### src/rtl/tx_burst_controller.sv
// tx_burst_controller
//   Generates ultrasonic transmit bursts on a complementary TxP/TxN pair.
//   After each burst come a ring-down (DEAD) interval and a receive window (LISTEN).
//   Bursts start on an external trigger edge or on the internal PRF counter.
//
// Ports
//   mainclk       in   system clock, rising edge
//   reset         in   asynchronous active-high reset
//   TransmitterOn in   1 = start events may launch a burst
//   TriggerOn     in   1 = trig_in rising edge starts a burst, 0 = PRF counter
//   Retransmit    in   1 = abort to IDLE and hold all drives low
//   Frequency     in   half-period select: 00=16, 01=8, 10=4, 11=32 clocks
//   trig_in       in   asynchronous external trigger
//   TxP, TxN      out  positive / negative transducer drive
//   TxActive      out  high throughout BURST
//   RxGate        out  high throughout LISTEN
//   BurstStart    out  one-cycle pulse on the first BURST cycle
//   TrigMissed    out  one-cycle pulse when a start event arrives in BURST/DEAD
module tx_burst_controller #(
  parameter int unsigned BURST_CYCLES = 8,
  parameter int unsigned DEAD_CLKS    = 16,
  parameter int unsigned PRF_DIV      = 6400
) (
  input  logic       mainclk,
  input  logic       reset,
  input  logic       TransmitterOn,
  input  logic       TriggerOn,
  input  logic       Retransmit,
  input  logic [1:0] Frequency,
  input  logic       trig_in,
  output logic       TxP,
  output logic       TxN,
  output logic       TxActive,
  output logic       RxGate,
  output logic       BurstStart,
  output logic       TrigMissed
);

  typedef enum logic [1:0] {IDLE, BURST, DEAD, LISTEN} state_t;

  localparam logic [15:0] PRF_LAST   = 16'(PRF_DIV - 1);
  localparam logic [7:0]  BURST_LAST = 8'(BURST_CYCLES - 1);
  localparam logic [7:0]  DEAD_LAST  = 8'(DEAD_CLKS - 1);

  logic       trigSync1_q, trigSync2_q, trigLvl_q, trigPrev_q, trigEvt_q;
  logic [3:0] trigValid_q;
  logic [15:0] prfCnt_q;
  logic       prfTc;

  state_t     state_q, state_d;
  logic [5:0] halfCnt_q, halfCnt_d;
  logic [5:0] halfLen_q, halfLen_d;
  logic       phase_q, phase_d;
  logic [7:0] burstCnt_q, burstCnt_d;
  logic [7:0] deadCnt_q, deadCnt_d;
  logic       txP_q, txP_d, txN_q, txN_d, txActive_q, txActive_d;
  logic       rxGate_q, rxGate_d, burstStart_q, burstStart_d;
  logic       trigMissed_q, trigMissed_d;
  logic       startQual;
  logic [5:0] halfSel;

  // Two-flop synchronizer, then a registered rising-edge detector.
  // trigValid_q gates the detector until trigPrev_q holds a real post-reset
  // sample, so a trigger held high through reset is not seen as an edge.
  always_ff @(posedge mainclk or posedge reset) begin
    if (reset) begin
      trigSync1_q <= 1'b0;
      trigSync2_q <= 1'b0;
      trigLvl_q   <= 1'b0;
      trigPrev_q  <= 1'b0;
      trigValid_q <= 4'b0;
      trigEvt_q   <= 1'b0;
    end else begin
      trigSync1_q <= trig_in;
      trigSync2_q <= trigSync1_q;
      trigLvl_q   <= trigSync2_q;
      trigPrev_q  <= trigLvl_q;
      trigValid_q <= {trigValid_q[2:0], 1'b1};
      trigEvt_q   <= trigLvl_q & ~trigPrev_q & trigValid_q[3];
    end
  end

  // Free-running pulse-repetition counter; its terminal count is the
  // internal start event.
  always_ff @(posedge mainclk or posedge reset) begin
    if (reset) begin
      prfCnt_q <= '0;
    end else if (prfCnt_q == PRF_LAST) begin
      prfCnt_q <= '0;
    end else begin
      prfCnt_q <= prfCnt_q + 16'd1;
    end
  end

  assign prfTc = (prfCnt_q == PRF_LAST);

  // State, counters and registered outputs.
  always_ff @(posedge mainclk or posedge reset) begin
    if (reset) begin
      state_q      <= IDLE;
      halfCnt_q    <= '0;
      halfLen_q    <= '0;
      phase_q      <= 1'b0;
      burstCnt_q   <= '0;
      deadCnt_q    <= '0;
      txP_q        <= 1'b0;
      txN_q        <= 1'b0;
      txActive_q   <= 1'b0;
      rxGate_q     <= 1'b0;
      burstStart_q <= 1'b0;
      trigMissed_q <= 1'b0;
    end else begin
      state_q      <= state_d;
      halfCnt_q    <= halfCnt_d;
      halfLen_q    <= halfLen_d;
      phase_q      <= phase_d;
      burstCnt_q   <= burstCnt_d;
      deadCnt_q    <= deadCnt_d;
      txP_q        <= txP_d;
      txN_q        <= txN_d;
      txActive_q   <= txActive_d;
      rxGate_q     <= rxGate_d;
      burstStart_q <= burstStart_d;
      trigMissed_q <= trigMissed_d;
    end
  end

  // Next-state logic. Outputs are derived from the next state so they
  // line up with the state register while still coming straight from flops.
  // phase 0 is the TxP half, phase 1 the TxN half; halfCnt 0 is dead time.
  always_comb begin
    state_d      = state_q;
    halfCnt_d    = halfCnt_q;
    halfLen_d    = halfLen_q;
    phase_d      = phase_q;
    burstCnt_d   = burstCnt_q;
    deadCnt_d    = deadCnt_q;
    burstStart_d = 1'b0;
    trigMissed_d = 1'b0;
    startQual    = (TriggerOn ? trigEvt_q : prfTc) & TransmitterOn & ~Retransmit;

    case (Frequency)
      2'b00:   halfSel = 6'd16;
      2'b01:   halfSel = 6'd8;
      2'b10:   halfSel = 6'd4;
      default: halfSel = 6'd32;
    endcase

    if (Retransmit) begin
      state_d    = IDLE;
      halfCnt_d  = '0;
      phase_d    = 1'b0;
      burstCnt_d = '0;
      deadCnt_d  = '0;
    end else begin
      case (state_q)
        IDLE, LISTEN: begin
          if (startQual) begin
            state_d      = BURST;
            halfCnt_d    = '0;
            phase_d      = 1'b0;
            burstCnt_d   = '0;
            halfLen_d    = halfSel;
            burstStart_d = 1'b1;
          end
        end
        BURST: begin
          trigMissed_d = startQual;
          if (halfCnt_q == halfLen_q - 6'd1) begin
            halfCnt_d = '0;
            phase_d   = ~phase_q;
            if (phase_q) begin
              if (burstCnt_q == BURST_LAST) begin
                state_d    = DEAD;
                burstCnt_d = '0;
                deadCnt_d  = '0;
              end else begin
                burstCnt_d = burstCnt_q + 8'd1;
              end
            end
          end else begin
            halfCnt_d = halfCnt_q + 6'd1;
          end
        end
        DEAD: begin
          trigMissed_d = startQual;
          if (deadCnt_q == DEAD_LAST) begin
            state_d   = LISTEN;
            deadCnt_d = '0;
          end else begin
            deadCnt_d = deadCnt_q + 8'd1;
          end
        end
      endcase
    end

    txActive_d = (state_d == BURST);
    txP_d      = txActive_d && (halfCnt_d != 6'd0) && !phase_d;
    txN_d      = txActive_d && (halfCnt_d != 6'd0) && phase_d;
    rxGate_d   = (state_d == LISTEN);
  end

  assign TxP        = txP_q;
  assign TxN        = txN_q;
  assign TxActive   = txActive_q;
  assign RxGate     = rxGate_q;
  assign BurstStart = burstStart_q;
  assign TrigMissed = trigMissed_q;

endmodule

### config.mk
export PLATFORM = sky130hd
export DESIGN_NAME = tx_burst_controller
export DESIGN_NICKNAME = d
export VERILOG_FILES = /design/src/rtl/tx_burst_controller.sv
export SDC_FILE = /design/constraint.sdc
export NUM_CORES = 1
export LEC_CHECK = 0
export CAP_MARGIN = 30
export CORE_ASPECT_RATIO = 2
export CORE_MARGIN = 5
export CORE_UTILIZATION = 60
export DETAILED_ROUTE_END_ITERATION = 8
export MAX_ROUTING_LAYER = met4
export PLACE_DENSITY = 0.79
export SLEW_MARGIN = 10
export SYNTH_ARGS = -nofsm -noshare
export SYNTH_HDL_FRONTEND = slang
export SYNTH_SLANG_ARGS = --single-unit
### constraint.sdc
create_clock -name mainclk -period 3.1 [get_ports mainclk]
set_input_delay 0.62 -clock mainclk [delete_from_list [all_inputs] [get_ports mainclk]]
set_output_delay 0.62 -clock mainclk [all_outputs]
set_load 0.05 [all_outputs]
==> results of run 1 <==
flip-flops by register name, summed over array words and instances, names as in the netlist:
signal	count
prfCnt_q	16
burstCnt_q	8
deadCnt_q	8
halfCnt_q	6
halfLen_q	4
trigValid_q	4
state_q	2
BurstStart	1
RxGate	1
TrigMissed	1
TxActive	1
TxN	1
TxP	1
phase_q	1
trigEvt_q	1
trigLvl_q	1
trigPrev_q	1
trigSync1_q	1
trigSync2_q	1
per-layer routing:
metal	global-route usage (%)	part of all wire, %	wire [um]
met2	35.7	54	3270
met1	23.4	39	2350
met3	4.94	3.9	237
met5	-	0	0
met4	12.4	2.6	154
cells in the mapped netlist (3+ instances only):
library cell / count / area, um2
dfrtp_1: 60 / 1500
nor2_1: 35 / 131
nand2_1: 27 / 101
o21ai_0: 27 / 135
nand3_1: 16 / 80.1
inv_1: 14 / 52.6
xnor2_1: 11 / 96.3
nand2b_1: 10 / 62.6
xor2_1: 10 / 87.6
ha_1: 8 / 100
nor3_1: 8 / 40.0
a21oi_1: 6 / 30.0
and3_1: 6 / 37.5
nor4_1: 6 / 37.5
o31ai_1: 6 / 45.0
nand3b_1: 4 / 30.0
a22o_1: 3 / 26.3
nor2b_1: 3 / 18.8
worst max-delay path by stage:
stage | from | end | cells past startpoint
floorplan | prfCnt_q[9] | TxN | 7
global placement | prfCnt_q[9] | TxP | 6
detailed placement | prfCnt_q[9] | TxN | 7
CTS | prfCnt_q[9] | TxN | 7
global route | prfCnt_q[9] | burstCnt_q[4] | 7
finish | prfCnt_q[9] | TxN | 7
cell type report:
class | instances | share of cell area, %
Sequential cell | 60 | 44.2
Multi-Input combinational cell | 227 | 40.9
Clock buffer | 9 | 3.65
Clock inverter | 7 | 2.25
Timing Repair Buffer | 18 | 5.31
Inverter | 14 | 1.55
Tap cell | 57 | 2.10
stage by stage:
stage / hold WS (ns) / cell area (um2) / instances / total power [mW] / util, %
after floorplan: 0.331 / 3000 / 307 / 0.995 / -
after global placement: 0.333 / 3190 / 376 / 1.05 / 65.7
after detailed placement: 0.337 / 3190 / 376 / 1.05 / 65.7
after CTS: 0.360 / 3390 / 392 / 1.75 / 69.8
after global routing: 0.368 / 3390 / 392 / 1.81 / 69.8
final: 0.358 / 3390 / 392 / 1.74 / 69.8
logic make-up (layout without fill, tap and decap cells):
group,count (synthesis),in the layout,synth area share [%]
simple gates,137,137,23.9
flops,60,60,50.1
buf+inv,20,48,3.55
fa+ha+maj,8,8,3.34
xor+xnor,21,21,6.14
other cells,1,1,0.125
compound gates,60,60,12.9
power by group through the flow:
stage	Clock, mW	Sequential (mW)	Combinational, mW
5_1_grt	0.748	0.830	0.233
3_3_place_gp	0	0.841	0.204
6_report	0.702	0.828	0.209
2_1_floorplan	0	0.849	0.146
3_5_place_dp	0	0.843	0.208
4_1_cts	0.714	0.828	0.211
critical path, stage by stage, from the launching register on:
cell	delay (ns)
dfrtp_1	0.42
or4_4	0.56
or4_4	0.57
a21oi_1	0.32
a21oi_2	0.16
o21ai_1	0.20
o2111a_2	0.21
and3b_1	0.17
==> run_summary.xml, run 1 <==
<?xml version="1.0" encoding="UTF-8"?>
<metrics>
  <group name="logic_synthesis">
    <metric name="yosysUniqueCellTypes" unit="">53</metric>
    <metric name="post_synth_instance_area" unit="um2">3000</metric>
    <metric name="async_flop_share" unit="%">100</metric>
    <metric name="syn-mean-instance-area" unit="um2">9.76</metric>
    <metric name="ys_dominant_reg_cell" unit="">dfrtp_1</metric>
    <metric name="seq_area_frac_synth" unit="%">50.1</metric>
    <metric name="yosysWarnings" unit="">0</metric>
    <metric name="synth-seq-cells" unit="">60</metric>
    <metric name="synthesis.instances" unit="">307</metric>
    <metric name="synth_enable_flop_cells" unit="">0</metric>
    <metric name="synth_fp_nets" unit="">323</metric>
  </group>
  <group name="clock_network">
    <metric name="cts.sinks" unit="">60</metric>
    <metric name="clk-insertion-delay-late" unit="ns">0.35</metric>
    <metric name="cts.reportedPaths.clkPinSlew" unit="ns">0.07</metric>
    <metric name="ctsRootBufferMaster" unit="">clkbuf_8</metric>
    <metric name="ctsHtreeMaxLevel" unit="">3</metric>
    <metric name="hold_buffers" unit="">0</metric>
    <metric name="tritoncts_clock_tree" unit="">built</metric>
    <metric name="clock_tree.buffer_depth" unit="">2</metric>
    <metric name="post_cts_resized" unit="">0</metric>
    <metric name="post_cts_buffers" unit="">0</metric>
    <metric name="tritoncts.num_buffers" unit="">9</metric>
  </group>
  <group name="job">
    <metric name="timing.max_cap.violations" unit="">0</metric>
  </group>
  <group name="drt">
    <metric name="routed-via-count" unit="">2334</metric>
    <metric name="routedWlPerCell" unit="um">15.3</metric>
    <metric name="remaining_drc_errors" unit="">0</metric>
    <metric name="route.antenna.remaining_nets" unit="">0</metric>
    <metric name="final_wl" unit="um">6010</metric>
    <metric name="post_drt_via_cell_ratio" unit="">5.95</metric>
    <metric name="drt_iter0_markers" unit="">108</metric>
    <metric name="detail_route.first_pass.iterations" unit="">4</metric>
  </group>
  <group name="floorplanning">
    <metric name="initial_utilization" unit="%">61.6</metric>
    <metric name="dieArea" unit="um2">6590</metric>
    <metric name="core" unit="um2">4860</metric>
    <metric name="die_w" unit="um">60.0</metric>
    <metric name="top_level_ports" unit="">14</metric>
    <metric name="die_height" unit="um">110</metric>
    <metric name="rows" unit="">36</metric>
  </group>
  <group name="pwr">
    <metric name="clockPowerShare" unit="%">40.4</metric>
    <metric name="cell_internal_power_dissipation" unit="mW">1.26</metric>
    <metric name="netSwitchingPower" unit="mW">0.476</metric>
    <metric name="proportion_of_total_power_due_to_net_switching" unit="%">27.4</metric>
    <metric name="share_seq_of_total_power" unit="%">47.6</metric>
    <metric name="leakage" unit="nW">1.54</metric>
    <metric name="peakVddDrop" unit="mV">0.500</metric>
    <metric name="comb_power_share" unit="%">12.0</metric>
    <metric name="power-per-cell-area" unit="nW/um2">512</metric>
  </group>
  <group name="worst_setup_path">
    <metric name="rrSetupSlack" unit="ns">0.37</metric>
    <metric name="r2r-start" unit="">prfCnt_q[9]</metric>
    <metric name="regToRegEndpoint" unit="">TxN</metric>
    <metric name="critPathKind" unit="">register to register</metric>
    <metric name="cp.arrival" unit="ns">2.97</metric>
    <metric name="critical_path.startpoint_type" unit="">register</metric>
    <metric name="cp_max_fo" unit="">6</metric>
    <metric name="end_kind" unit="">register</metric>
    <metric name="ff2ff_path_depth" unit="">7</metric>
    <metric name="cp.required" unit="ns">3.34</metric>
  </group>
  <group name="worst_hold_path">
    <metric name="worstHoldStart" unit="">trigSync1_q</metric>
    <metric name="timing.hold.worst.class" unit="">register to register</metric>
    <metric name="worstHoldPathCells" unit="">0</metric>
    <metric name="timing.hold.worst_endpoint" unit="">trigSync2_q</metric>
  </group>
  <group name="sta">
    <metric name="max_slew.worst_pin.slew" unit="ns">0.630</metric>
    <metric name="timing.clock.skew" unit="ns">0.00841</metric>
    <metric name="setup_violating_endpoint_count_in_the_final_report" unit="">0</metric>
    <metric name="fin_setup_tns" unit="ns">0</metric>
    <metric name="max_fclk" unit="MHz">367</metric>
    <metric name="finalWorstSetupSlack" unit="ns">0.374</metric>
    <metric name="timing.final.max_slew_violations" unit="">0</metric>
    <metric name="report.final.hold_viol_count" unit="">0</metric>
    <metric name="min_period" unit="ns">2.73</metric>
    <metric name="timing.max_slew.rel_slack" unit="%">57.9</metric>
    <metric name="min_period_over_period" unit="%">87.9</metric>
    <metric name="grt_setup_unrepaired" unit="">no</metric>
  </group>
  <group name="global_route">
    <metric name="largest_net_degree_at_the_start_of_global_routing" unit="">32</metric>
    <metric name="grt_pass1_wl" unit="um">10300</metric>
    <metric name="track_usage" unit="%">21.7</metric>
    <metric name="overflow" unit="">0</metric>
    <metric name="via_count_of_the_first_global_routing_pass" unit="">2348</metric>
    <metric name="antenna_found_initial" unit="">0</metric>
  </group>
  <group name="place">
    <metric name="io_buffers" unit="">13</metric>
    <metric name="dpl_worst_slack" unit="ns">0.412</metric>
    <metric name="gp_routability_congestion" unit="">0.900</metric>
    <metric name="dp_hpwl" unit="um">4360</metric>
  </group>
  <group name="finish">
    <metric name="antennaDiodeCount" unit="">0</metric>
    <metric name="final_cell_mix" unit="">60 x dfrtp_1, 35 x nor2_1, 27 x nand2_1, 27 x o21ai_0, 16 x nand3_1</metric>
    <metric name="final.fill_count" unit="">364</metric>
    <metric name="finish.net_count" unit="">346</metric>
    <metric name="syn2layout_area_growth" unit="%">13.3</metric>
    <metric name="drive_gt1_share" unit="%">10.4</metric>
    <metric name="multi_input_area" unit="um2">1390</metric>
    <metric name="mostFrequentLayoutCell" unit="">dfrtp_1</metric>
    <metric name="regArea" unit="um2">1500</metric>
  </group>
  <group name="status">
    <metric name="run_status" unit="">complete, no violations</metric>
  </group>
</metrics>
(Power assumes the default switching activity.)
==> inputs of run 2 (changes only) <==
Settings changed: CTS_CLUSTER_SIZE set to 24.
==> results of run 2 <==
Final layout, timing and power as in run 1 (identical DEF).
==> inputs of run 3 (changes only) <==
==> constraint.sdc (replaced) <==
create_clock -name mainclk -period 3.2 [get_ports mainclk]
set_input_delay 0.48 -clock mainclk [delete_from_list [all_inputs] [get_ports mainclk]]
set_output_delay 0.48 -clock mainclk [all_outputs]
set_load 0.05 [all_outputs]
==> run 3 against run 2 <==
Count of clock-buffer cells in the layout increased by 1. Global-route usage increased by 0.52 points. Power fell by 4.7%. Clock power fell by 6.3%. Critical path depth unchanged. Highest routed layer unchanged. First-iteration DRC count increased by 9.3%. Combinational power fell by 5%. Non-clock buffer count stayed put. Hold slack worse by 0.0099 ns. Clock skew about the same. Utilization decreased by 0.41 points. Via count is 1.9% higher.
==> run_summary.xml, run 3 (synthesis gave the netlist of run 1 again) <==
<?xml version="1.0" encoding="UTF-8"?>
<metrics>
  <group name="clock_network">
    <metric name="cts.sinks" unit="">60</metric>
    <metric name="post_cts_buffers" unit="">0</metric>
    <metric name="post_cts_resized" unit="">0</metric>
    <metric name="ctsRootBufferMaster" unit="">clkbuf_8</metric>
    <metric name="cts.reportedPaths.clkPinSlew" unit="ns">0.07</metric>
    <metric name="tritoncts.num_buffers" unit="">9</metric>
    <metric name="clk-insertion-delay-late" unit="ns">0.34</metric>
    <metric name="tritoncts_clock_tree" unit="">built</metric>
    <metric name="clock_tree.buffer_depth" unit="">2</metric>
    <metric name="ctsHtreeMaxLevel" unit="">3</metric>
    <metric name="hold_buffers" unit="">0</metric>
  </group>
  <group name="finish">
    <metric name="mostFrequentLayoutCell" unit="">dfrtp_1</metric>
    <metric name="finish.cell_count_without_fillers" unit="">392</metric>
    <metric name="largest_reg_flops" unit="">16</metric>
    <metric name="top_register" unit="">prfCnt_q</metric>
    <metric name="finish.utilization" unit="%">69.4</metric>
    <metric name="stdcell_area" unit="um2">3370</metric>
    <metric name="final_cell_mix" unit="">60 x dfrtp_1, 35 x nor2_1, 27 x nand2_1, 27 x o21ai_0, 16 x nand3_1</metric>
    <metric name="largest_registers" unit="">prfCnt_q: 16 flops, burstCnt_q: 8 flops, deadCnt_q: 8 flops</metric>
    <metric name="drive_gt1_share" unit="%">10.1</metric>
    <metric name="syn2layout_area_growth" unit="%">12.6</metric>
    <metric name="finish.net_count" unit="">346</metric>
    <metric name="antennaDiodeCount" unit="">0</metric>
  </group>
  <group name="worst_setup_path">
    <metric name="cp.arrival" unit="ns">2.95</metric>
    <metric name="cp.required" unit="ns">3.43</metric>
    <metric name="critPathKind" unit="">register to register</metric>
    <metric name="cp_max_fo" unit="">6</metric>
    <metric name="critical_path.startpoint_type" unit="">register</metric>
    <metric name="end_kind" unit="">register</metric>
  </group>
  <group name="sta">
    <metric name="report.final.hold_viol_count" unit="">0</metric>
    <metric name="max_fclk" unit="MHz">367</metric>
    <metric name="fin_setup_tns" unit="ns">0</metric>
    <metric name="setup_violating_endpoint_count_in_the_final_report" unit="">0</metric>
    <metric name="timing.max_slew.rel_slack" unit="%">61.8</metric>
    <metric name="min_period" unit="ns">2.72</metric>
    <metric name="timing.clock.skew" unit="ns">0.00811</metric>
    <metric name="min_period_over_period" unit="%">85.1</metric>
    <metric name="max_slew.worst_pin.slew" unit="ns">0.568</metric>
    <metric name="grt_setup_unrepaired" unit="">no</metric>
    <metric name="timing.final.max_slew_violations" unit="">0</metric>
  </group>
  <group name="drt">
    <metric name="routed-via-count" unit="">2379</metric>
    <metric name="drt_iter0_markers" unit="">118</metric>
    <metric name="remaining_drc_errors" unit="">0</metric>
    <metric name="detail_route.first_pass.iterations" unit="">7</metric>
    <metric name="routedWlPerCell" unit="um">15.5</metric>
    <metric name="post_drt_via_cell_ratio" unit="">6.07</metric>
    <metric name="route.antenna.remaining_nets" unit="">0</metric>
    <metric name="final_wl" unit="um">6080</metric>
  </group>
  <group name="global_route">
    <metric name="grt-busiest-layer" unit="">met2</metric>
    <metric name="gr-usage-met2" unit="%">37.8</metric>
    <metric name="grt_pass1_wl" unit="um">10700</metric>
    <metric name="grtUsageMet1" unit="%">23.3</metric>
    <metric name="via_count_of_the_first_global_routing_pass" unit="">2411</metric>
    <metric name="largest_net_degree_at_the_start_of_global_routing" unit="">31</metric>
    <metric name="track_usage" unit="%">22.2</metric>
    <metric name="use_met3" unit="%">5.17</metric>
    <metric name="antenna_found_initial" unit="">0</metric>
    <metric name="overflow" unit="">0</metric>
  </group>
  <group name="floorplanning">
    <metric name="initial_utilization" unit="%">61.6</metric>
    <metric name="die_height" unit="um">110</metric>
    <metric name="dieArea" unit="um2">6590</metric>
    <metric name="die_w" unit="um">60.0</metric>
    <metric name="rows" unit="">36</metric>
    <metric name="core" unit="um2">4860</metric>
    <metric name="top_level_ports" unit="">14</metric>
  </group>
  <group name="place">
    <metric name="gp_routability_congestion" unit="">0.863</metric>
    <metric name="placement.cell_area" unit="um2">3180</metric>
    <metric name="dp_hpwl" unit="um">4370</metric>
    <metric name="placedCellCount" unit="">376</metric>
    <metric name="io_buffers" unit="">13</metric>
  </group>
  <group name="pwr">
    <metric name="peakVddDrop" unit="mV">0.434</metric>
    <metric name="leakage" unit="nW">1.53</metric>
    <metric name="power-per-cell-area" unit="nW/um2">491</metric>
  </group>
  <group name="job">
    <metric name="timing.max_cap.violations" unit="">0</metric>
  </group>
  <group name="status">
    <metric name="run_status" unit="">complete, no violations</metric>
  </group>
  <group name="worst_hold_path">
    <metric name="timing.hold.worst.class" unit="">register to register</metric>
  </group>
</metrics>
[run 3: changes by cell type in the layout (fill, tap and decap cells not counted), sizes merged]
| cell | change |
|---|---|
| clkbuf | +1 |
| clkinv | +1 |
| clkinvlp | -1 |
| inv | -1 |
[run 3: power by group]
part / switching (mW) / total, mW / leakage [nW] / internal, mW
clock: 0.299 / 0.658 / 0.0962 / 0.359
sequential: 0.0186 / 0.802 / 0.797 / 0.783
combinational: 0.122 / 0.199 / 0.638 / 0.0767
total: 0.439 / 1.66 / 1.53 / 1.22
[run 3: final cells by class]
type / count / area (um2)
Sequential cell: 60 / 1500
Fill cell: 391 / 1490
Multi-Input combinational cell: 227 / 1390
Timing Repair Buffer: 18 / 168
Clock buffer: 10 / 128
Tap cell: 57 / 71.3
Clock inverter: 6 / 65.1
Inverter: 14 / 52.6
[run 3: critical path: stages (launching register included)]
cell and delay (ns):
dfrtp_1 0.42, or4_4 0.56, or4_4 0.57, a21oi_1 0.30
a21oi_2 0.17, o21ai_1 0.15, o31ai_1 0.13, nor4_1 0.30
[run 3: metrics by stage]
stage,hold slack [ns],worst slack [ns],power (mW)
floorplan,0.331,0.653,0.964
global placement,0.334,0.539,1.01
finish,0.348,0.477,1.66
CTS,0.351,0.488,1.68
detailed placement,0.336,0.515,1.01
global route,0.358,0.261,1.73
[run 3: final timing paths]
path	end	depth (start not counted)	start	slack, ns
worst max register to register	TxP	7	prfCnt_q[9]	0.48
worst min-delay path	trigLvl_q	0	trigSync2_q	0.35
min in group asynchronous	prfCnt_q[0]	3	reset	0.53
max in group asynchronous	halfCnt_q[3]	3	reset	2.37
worst max-delay path	TxP	7	prfCnt_q[9]	0.48
worst min register to register	trigLvl_q	0	trigSync2_q	0.35
[run 3: per-layer routing]
layer  up-vias  wire [um]
li1       1124          -
met1      1165       2330
met2        67       3320
met3        23        239
met4         0        185
met5         -          0
